### config.mk
export PLATFORM = sky130hd
export DESIGN_NAME = hc595_chain_driver
export DESIGN_NICKNAME = d
export VERILOG_FILES = /design/src/rtl/hc595_chain_driver.sv
export SDC_FILE = /design/constraint.sdc
export NUM_CORES = 1
export LEC_CHECK = 0
export CAP_MARGIN = 20
export CORE_ASPECT_RATIO = 1.25
export CORE_MARGIN = 2
export CORE_UTILIZATION = 50
export CTS_BUF_LIST = sky130_fd_sc_hd__clkbuf_8
export DETAILED_ROUTE_END_ITERATION = 12
export GPL_TIMING_DRIVEN = 0
export MAX_ROUTING_LAYER = met4
export PLACE_DENSITY = 0.75
export SKIP_CTS_REPAIR_TIMING = 1
export SLEW_MARGIN = 0
export SYNTH_ARGS = -nofsm -noshare
export SYNTH_HDL_FRONTEND = slang
export SYNTH_SLANG_ARGS = --single-unit
### constraint.sdc
create_clock -name sysclk -period 1.77 [get_ports sysclk]
set_input_delay 0.2655 -clock sysclk [delete_from_list [all_inputs] [get_ports sysclk]]
set_output_delay 0.2655 -clock sysclk [all_outputs]
set_load 0.05 [all_outputs]
### src/rtl/hc595_chain_driver.sv
// hc595_chain_driver
//   Serial driver for a chain of CHAIN cascaded 74HC595 shift registers.
//   Whole frames of W = 8*CHAIN bits arrive over valid/ready. One frame is
//   buffered ahead so refreshes run back to back with no idle gap.
//
// Ports
//   sysclk      system clock, all state updates on its rising edge
//   rst         synchronous active-high reset
//   in_valid    frame offered
//   in_data     frame contents [W-1:0]
//   in_ready    frame can be accepted (pending buffer empty)
//   blank       force the 595 outputs off
//   busy        high while shifting or latching
//   frame_done  one-cycle pulse after each latch
//   sck         595 SH_CP
//   latch       595 ST_CP
//   sdata       595 DS
//   oe_n        595 OE, active low; dark until the first frame is latched
module hc595_chain_driver #(
  parameter int DIV       = 10,
  parameter int CHAIN     = 2,
  parameter int LSB_FIRST = 0,
  parameter int LATCH_W   = 2
) (
  input  logic               sysclk,
  input  logic               rst,
  input  logic               in_valid,
  input  logic [8*CHAIN-1:0] in_data,
  output logic               in_ready,
  input  logic               blank,
  output logic               busy,
  output logic               frame_done,
  output logic               sck,
  output logic               latch,
  output logic               sdata,
  output logic               oe_n
);

  localparam int W  = 8 * CHAIN;
  localparam int DW = $clog2(DIV + 1);
  localparam int BW = $clog2(W + 1);
  localparam int LW = $clog2(LATCH_W + 1);

  localparam logic [DW-1:0] DIV_LAST = DW'(DIV - 1);
  localparam logic [DW-1:0] DIV_HALF = DW'(DIV / 2);
  localparam logic [BW-1:0] BIT_LAST = BW'(W - 1);
  localparam logic [LW-1:0] LAT_LAST = LW'(LATCH_W - 1);

  typedef enum logic [1:0] {IDLE, SHIFT, LATCH} state_t;

  state_t          state;
  logic [W-1:0]    sreg;
  logic [W-1:0]    pend;
  logic            pend_full;
  logic            shown;
  logic            last_bit;
  logic [DW-1:0]   div_cnt;
  logic [BW-1:0]   bit_cnt;
  logic [LW-1:0]   latch_cnt;

  logic xfer, latch_end, direct, out_bit;

  assign in_ready  = ~pend_full;
  assign xfer      = in_valid & in_ready;
  assign latch_end = (state == LATCH) && (latch_cnt == LAT_LAST);
  // Straight into sreg only when nothing is queued ahead of it
  // (xfer already implies pend is empty).
  assign direct    = xfer && ((state == IDLE) || latch_end);

  assign out_bit   = (LSB_FIRST != 0) ? sreg[0] : sreg[W-1];

  // Pin outputs are decoded straight from state registers so the first bit
  // appears in the same cycle the frame is loaded.
  assign busy  = (state != IDLE);
  assign sck   = (state == SHIFT) && (div_cnt >= DIV_HALF);
  assign latch = (state == LATCH);
  // sreg has already shifted past the final bit by LATCH, so hold a copy.
  assign sdata = (state == SHIFT) ? out_bit :
                 (state == LATCH) ? last_bit : 1'b0;

  always_ff @(posedge sysclk) begin
    if (rst) begin
      state      <= IDLE;
      sreg       <= '0;
      pend       <= '0;
      pend_full  <= 1'b0;
      shown      <= 1'b0;
      last_bit   <= 1'b0;
      div_cnt    <= '0;
      bit_cnt    <= '0;
      latch_cnt  <= '0;
      frame_done <= 1'b0;
      oe_n       <= 1'b1;
    end else begin
      frame_done <= latch_end;
      if (latch_end) shown <= 1'b1;
      // Uses shown before this edge, so oe_n drops the cycle after frame_done.
      oe_n <= blank | ~shown;

      if (xfer && !direct) begin
        pend      <= in_data;
        pend_full <= 1'b1;
      end

      case (state)
        IDLE: begin
          if (direct) begin
            sreg    <= in_data;
            div_cnt <= '0;
            bit_cnt <= '0;
            state   <= SHIFT;
          end
        end
        SHIFT: begin
          if (div_cnt == DIV_LAST) begin
            div_cnt  <= '0;
            last_bit <= out_bit;
            if (LSB_FIRST != 0) sreg <= sreg >> 1;
            else                sreg <= sreg << 1;
            if (bit_cnt == BIT_LAST) begin
              bit_cnt   <= '0;
              latch_cnt <= '0;
              state     <= LATCH;
            end else begin
              bit_cnt <= bit_cnt + 1'b1;
            end
          end else begin
            div_cnt <= div_cnt + 1'b1;
          end
        end
        LATCH: begin
          if (latch_end) begin
            div_cnt <= '0;
            bit_cnt <= '0;
            if (pend_full) begin
              // No xfer can coincide here: in_ready is low while pend is full.
              sreg      <= pend;
              pend_full <= 1'b0;
              state     <= SHIFT;
            end else if (direct) begin
              sreg  <= in_data;
              state <= SHIFT;
            end else begin
              state <= IDLE;
            end
          end else begin
            latch_cnt <= latch_cnt + 1'b1;
          end
        end
        default: state <= IDLE;
      endcase
    end
  end

endmodule

### Word-level counts from Yosys, hierarchy flattened

Cells that the tools add are included.

* equal/unequal tests: 10
* bitwise operators: 4
* reduce and logical (&&, ||, !) cells: 16
* magnitude comparators: 1
* $add $sub $neg: 3
* mux-type cells: 31

Operator list (count)
* 16-bit two-way mux: 4
* 16-bit case mux with 3 select lines: 1
* 5-bit two-way mux: 4
* 5-bit case mux with 3 select lines: 1
* 2-bit two-way mux: 7
* 4-bit two-way mux: 3
* 4-bit case mux with 3 select lines: 1
* 4-bit AND reduction: 3
* 1-bit two-way mux: 8
* 2-bit by 1-bit != test with 1-bit output, second input constant: 3
* 2-bit case mux with 3 select lines: 1
* 3-bit AND reduction: 2
* 5-bit by 1-bit adder with 5-bit output, second input constant: 1
* 5-bit by 4-bit equality test with 1-bit output, second input constant: 1
* 4-bit by 1-bit adder with 4-bit output, second input constant: 1
* 2-bit by 1-bit equality test with 1-bit output, second input constant: 2
* 4-bit equality test, second input constant: 1
* 4-bit by 3-bit >= comparator with 1-bit output, second input constant: 1
* 1-bit logical AND: 4
* 2-bit != test, second input constant: 2
* 2-bit case mux with 2 select lines: 1
* 2-bit nonzero test: 2
* 3-bit nonzero test: 1
* 2-bit by 1-bit adder with 2-bit output, second input constant: 1
* other kinds (8): 9

* register bits: 50
* output and inout port bits: 7
* input port bits: 20
* word-level logic and storage cells: 76

### Longest topological paths before layout

* word-level depth: 10
* mapped depth: 9
* gate-level depth less buffers: 6

### Least setup slack after synthesis

OpenSTA, ideal clock, no wires.

* kind: register to output
* from: reg state[0]
* to: out sdata
* cell stages (with the launch flop): 7
* required time: 1.505 ns
* path slack: -1.093 ns
* arrival: 2.597 ns
* path buffers: 2
* cells stage by stage: dfxtp_1 -> inv_1 -> ha_1 -> buf_2 -> buf_1 -> nand2_1 -> o21ai_0

* word-level cells in the longest chain between the ends: 3
* elaborated cells between the ends (all ways): 4
* those cells by class: eq/ne (2); mux (2)

Ends and longest elaborated chain
* start: declaration: line 51 `state_t state;`
* start signal: assignment: line 83 `state <= IDLE;`
* start signal: assignment: line 111 `state <= SHIFT;`
* start signal: assignment: line 123 `state <= LATCH;`
* 2-bit equality test
* named net latch: line 34 `output logic latch,`
* 1-bit two-way mux: line 79 `(state == LATCH) ? last_bit : 1'b0;`
* 1-bit two-way mux: line 78 `assign sdata = (state == SHIFT) ? out_bit :`
* end: declaration: line 35 `output logic sdata,`

The timed path passes the listed nets, and every way through them passes these cells.

### Worst setup path in the final report

* from: reg state[1]
* to: out sdata

* word-level cells in the longest chain between the ends: 3
* elaborated cells between the ends (all ways): 4
* those cells by class: eq/ne (2); mux (2)

Ends and longest elaborated chain (line)
* 2-bit equality test: 79
* 1-bit two-way mux: 79
* 1-bit two-way mux (*): 78

Mark *: on every way between the ends. The rest lies on a longest branch, timed or not.

==> results.md <==
* Synth cell types at 43
* Sequential fraction of the synthesis area at 40.6%
* Drt pass-1 iters at 4
* DR WL/cell at around 17 um
* Worst-Skew Late Latency at 0.31 ns
* Non-Filler Instances at roughly 390
* Sequential cell area at about 0.0010 sq mm
* Sum Neg Setup Slack at -0.369 ns
* HP Class: flip-flop to flip-flop
* DP HPWL at approximately 4300 um
* Worst hold path startpoint: shown
* Ant diodes at 0
* Rel. slew slack at 59.6%
* Post-Syn Nets at between 300 and 400
* Dpl cells at 369
* CTS Buffer Depth at 2
* R2R Path Start: state[1]
* Status: finished, violations left
* Clock sink count at 50
* H-tree levels at 2
* CP arrival at 1.59 ns
* Hold path depth at 1
* Worst Hold Slack at 0.383 ns
* Die width at about 67 um
* RSZ-0062 raised after global routing: yes
* WL final at around 6600 um
* Grt total ovfl at 0
* # fillers at 394
* P per Cell Area at approximately 1600 mW/mm^2
* Max-cap violations at 0
* Cell count of the worst reg-to-reg path at 7
* Leak pwr at around 0.0011 uW
* Hold Fails Final Rpt at 0
* Syn Inst Count at roughly 280
* Io pins at 27
* Top cells by count, synth: dfxtp_1, nand2_1, a21oi_1, a32o_1, o2bb2ai_1
* Pin count of the biggest net entering global routing at 16
* CTS tree: built
* IO Port Bufs at 26
* Netlist Area Pre-Place at between 0.002 and 0.0025 sq mm
* Worst slack, placed at -0.840 ns
* Yosys reg bits at 50
* Vias in the first global route at approximately 2,300
* Synth area leaders: dfxtp_1, nand2_1, a21oi_1, a32o_1, o2bb2ai_1
* Initial antenna violation count at 0
* Yosys top cell area share at about two fifths
* Worst setup SP type: flip-flop
* # DRC at 0
* Violated checks: setup timing
* First-pass GRT wire length at ~11,000 um
* Area of the multi-input gates at ~0.0014 sq mm
* Nets@finish at around 360
* CTS Buf Count at 5
* Synthesis-to-layout area growth at 27.5%
* Placeable Area at 0.00473 sq mm
* Asr flop ratio synth at 0%
* Vias per cell at between 6 and 7
* Worst vdd ir at around 0.0013 V
* Clock root buffer: clkbuf_8
* WP data required at approximately 1.5 ns
* Syn avg cell area at between 8 and 9 sq um
* Share of cells above drive strength 1 at roughly a fifth
* Post-synth top flop: dfxtp_1
* Max Freq at ~540 MHz
* Crit path kind: flip-flop to output pin
* Period minus WS final at between 1.5 and 2 ns
* Initial DRC count at roughly 150
* Die Ht at slightly above 80 um
* Final clock skew at roughly 0.011 ns
* Slew Viols, Final at 0
* Final cycle utilization of the critical path at 105%
* Largest area contributor in the netlist: dfxtp_1
* Post-route ant nets at 0
* Crit path from: state[1]
* EDFF count, synth at 0
* CP endpoint kind: output pin
* Yosys warnings at 0
* Starting Density at between 50% and 60%
* Num rows at 28
* Tot GR Track Use at 25.9%
* Setup ws final at -0.0827 ns
* Final core utilization at between 60 and 70%
* Most common cell in the netlist: dfxtp_1
* Final Wtd Congestion at approximately 0.92
* Die area at 0.00551 sq mm
* Via count at around 2,300
* Slew @ Worst Pin at around 0.6 ns
* Clock transition at the registers of the reported paths at roughly 0.09 ns
* Crit path max fanout at 10
* Number of setup violations in the final report at 11
==> path summary, 6_finish.rpt <==
path              to  slack (ns)
max            sdata       -0.08
max reg2reg  sreg[2]       -0.06
min             oe_n        0.38
min reg2reg     oe_n        0.38
==> stage by stage <==
step	cell area [sq um]	power, uW
after detailed placement	2860	3820
after CTS	2970	4630
after global routing	3140	5340
after floorplan	2530	3210
final	3140	5040
after global placement	2860	3780
==> sequential cells by signal, indices dropped and copies added (netlist names) <==
register and flops:
bit_cnt 5, div_cnt 4, frame_done 1, last_bit 1, latch_cnt 2, oe_n 1
pend 16, pend_full 1, shown 1, sreg 16, state 2
==> cells by family (layout without fill, tap and decap cells) <==
group                    Yosys count  count (layout)  share of synthesized area, %
flip-flops                        50              50                          40.6
adder cells (fa/ha/maj)           10              10                          5.08
AND/OR/NAND/NOR                   83              83                          16.3
buffers and inverters             33              77                          5.69
multiplexers                       1               1                         0.406
AO/OA/AOI/OAI                    106             106                          31.9
==> layer usage <==
metal | up-vias | routed length (um) | track usage [%] | part of all wire [%]
li1 | 1140 | - | - | -
met1 | 1145 | 2800 | 28.6 | 43
met2 | 52 | 3380 | 45.1 | 51
met3 | 11 | 297 | 5.83 | 4.5
met4 | 0 | 103 | 10.4 | 1.6
met5 | - | 0 | - | 0
==> cells in the final DEF (no fill, tap or decap), drive strengths merged, types with 3 or more instances in the layout <==
cell,n
nand2b,4
nand4b,4
nor2,9
o21ai,11
ha,10
buf,26
a32o,15
clkbuf,18
and2,3
nand3b,3
nor2b,3
nand2,47
o2bb2ai,15
clkdlybuf4s50,21
nand3,5
inv,9
a21oi,34
a32oi,14
dfxtp,50
o31ai,4
==> final cells by class <==
| cell class | instances | area share, % |
|---|---|---|
| inverter | 9 | 1.27 |
| tap | 60 | 2.39 |
| clock inverter | 3 | 1.31 |
| sequential | 50 | 32.1 |
| timing repair buffer | 39 | 11.0 |
| clock buffer | 5 | 2.19 |
| multi-input combinational | 200 | 45.6 |
| buffer | 21 | 4.14 |
==> critical path, stage by stage, from the launching register on <==
cell	delay, ns
dfxtp_2	0.36
inv_1	0.10
ha_2	0.24
buf_4	0.22
nand2_1	0.11
o21ai_4	0.07
buf_6	0.17
==> report_power, final <==
part	internal, uW	total, uW	switching (uW)	leakage (uW)
Sequential	1380	1540	166	0.000408
Clock	417	817	400	0.0000556
Combinational	1060	2680	1630	0.000630
Total	2850	5040	2190	0.00109
Power figures use the tool's default switching activity.
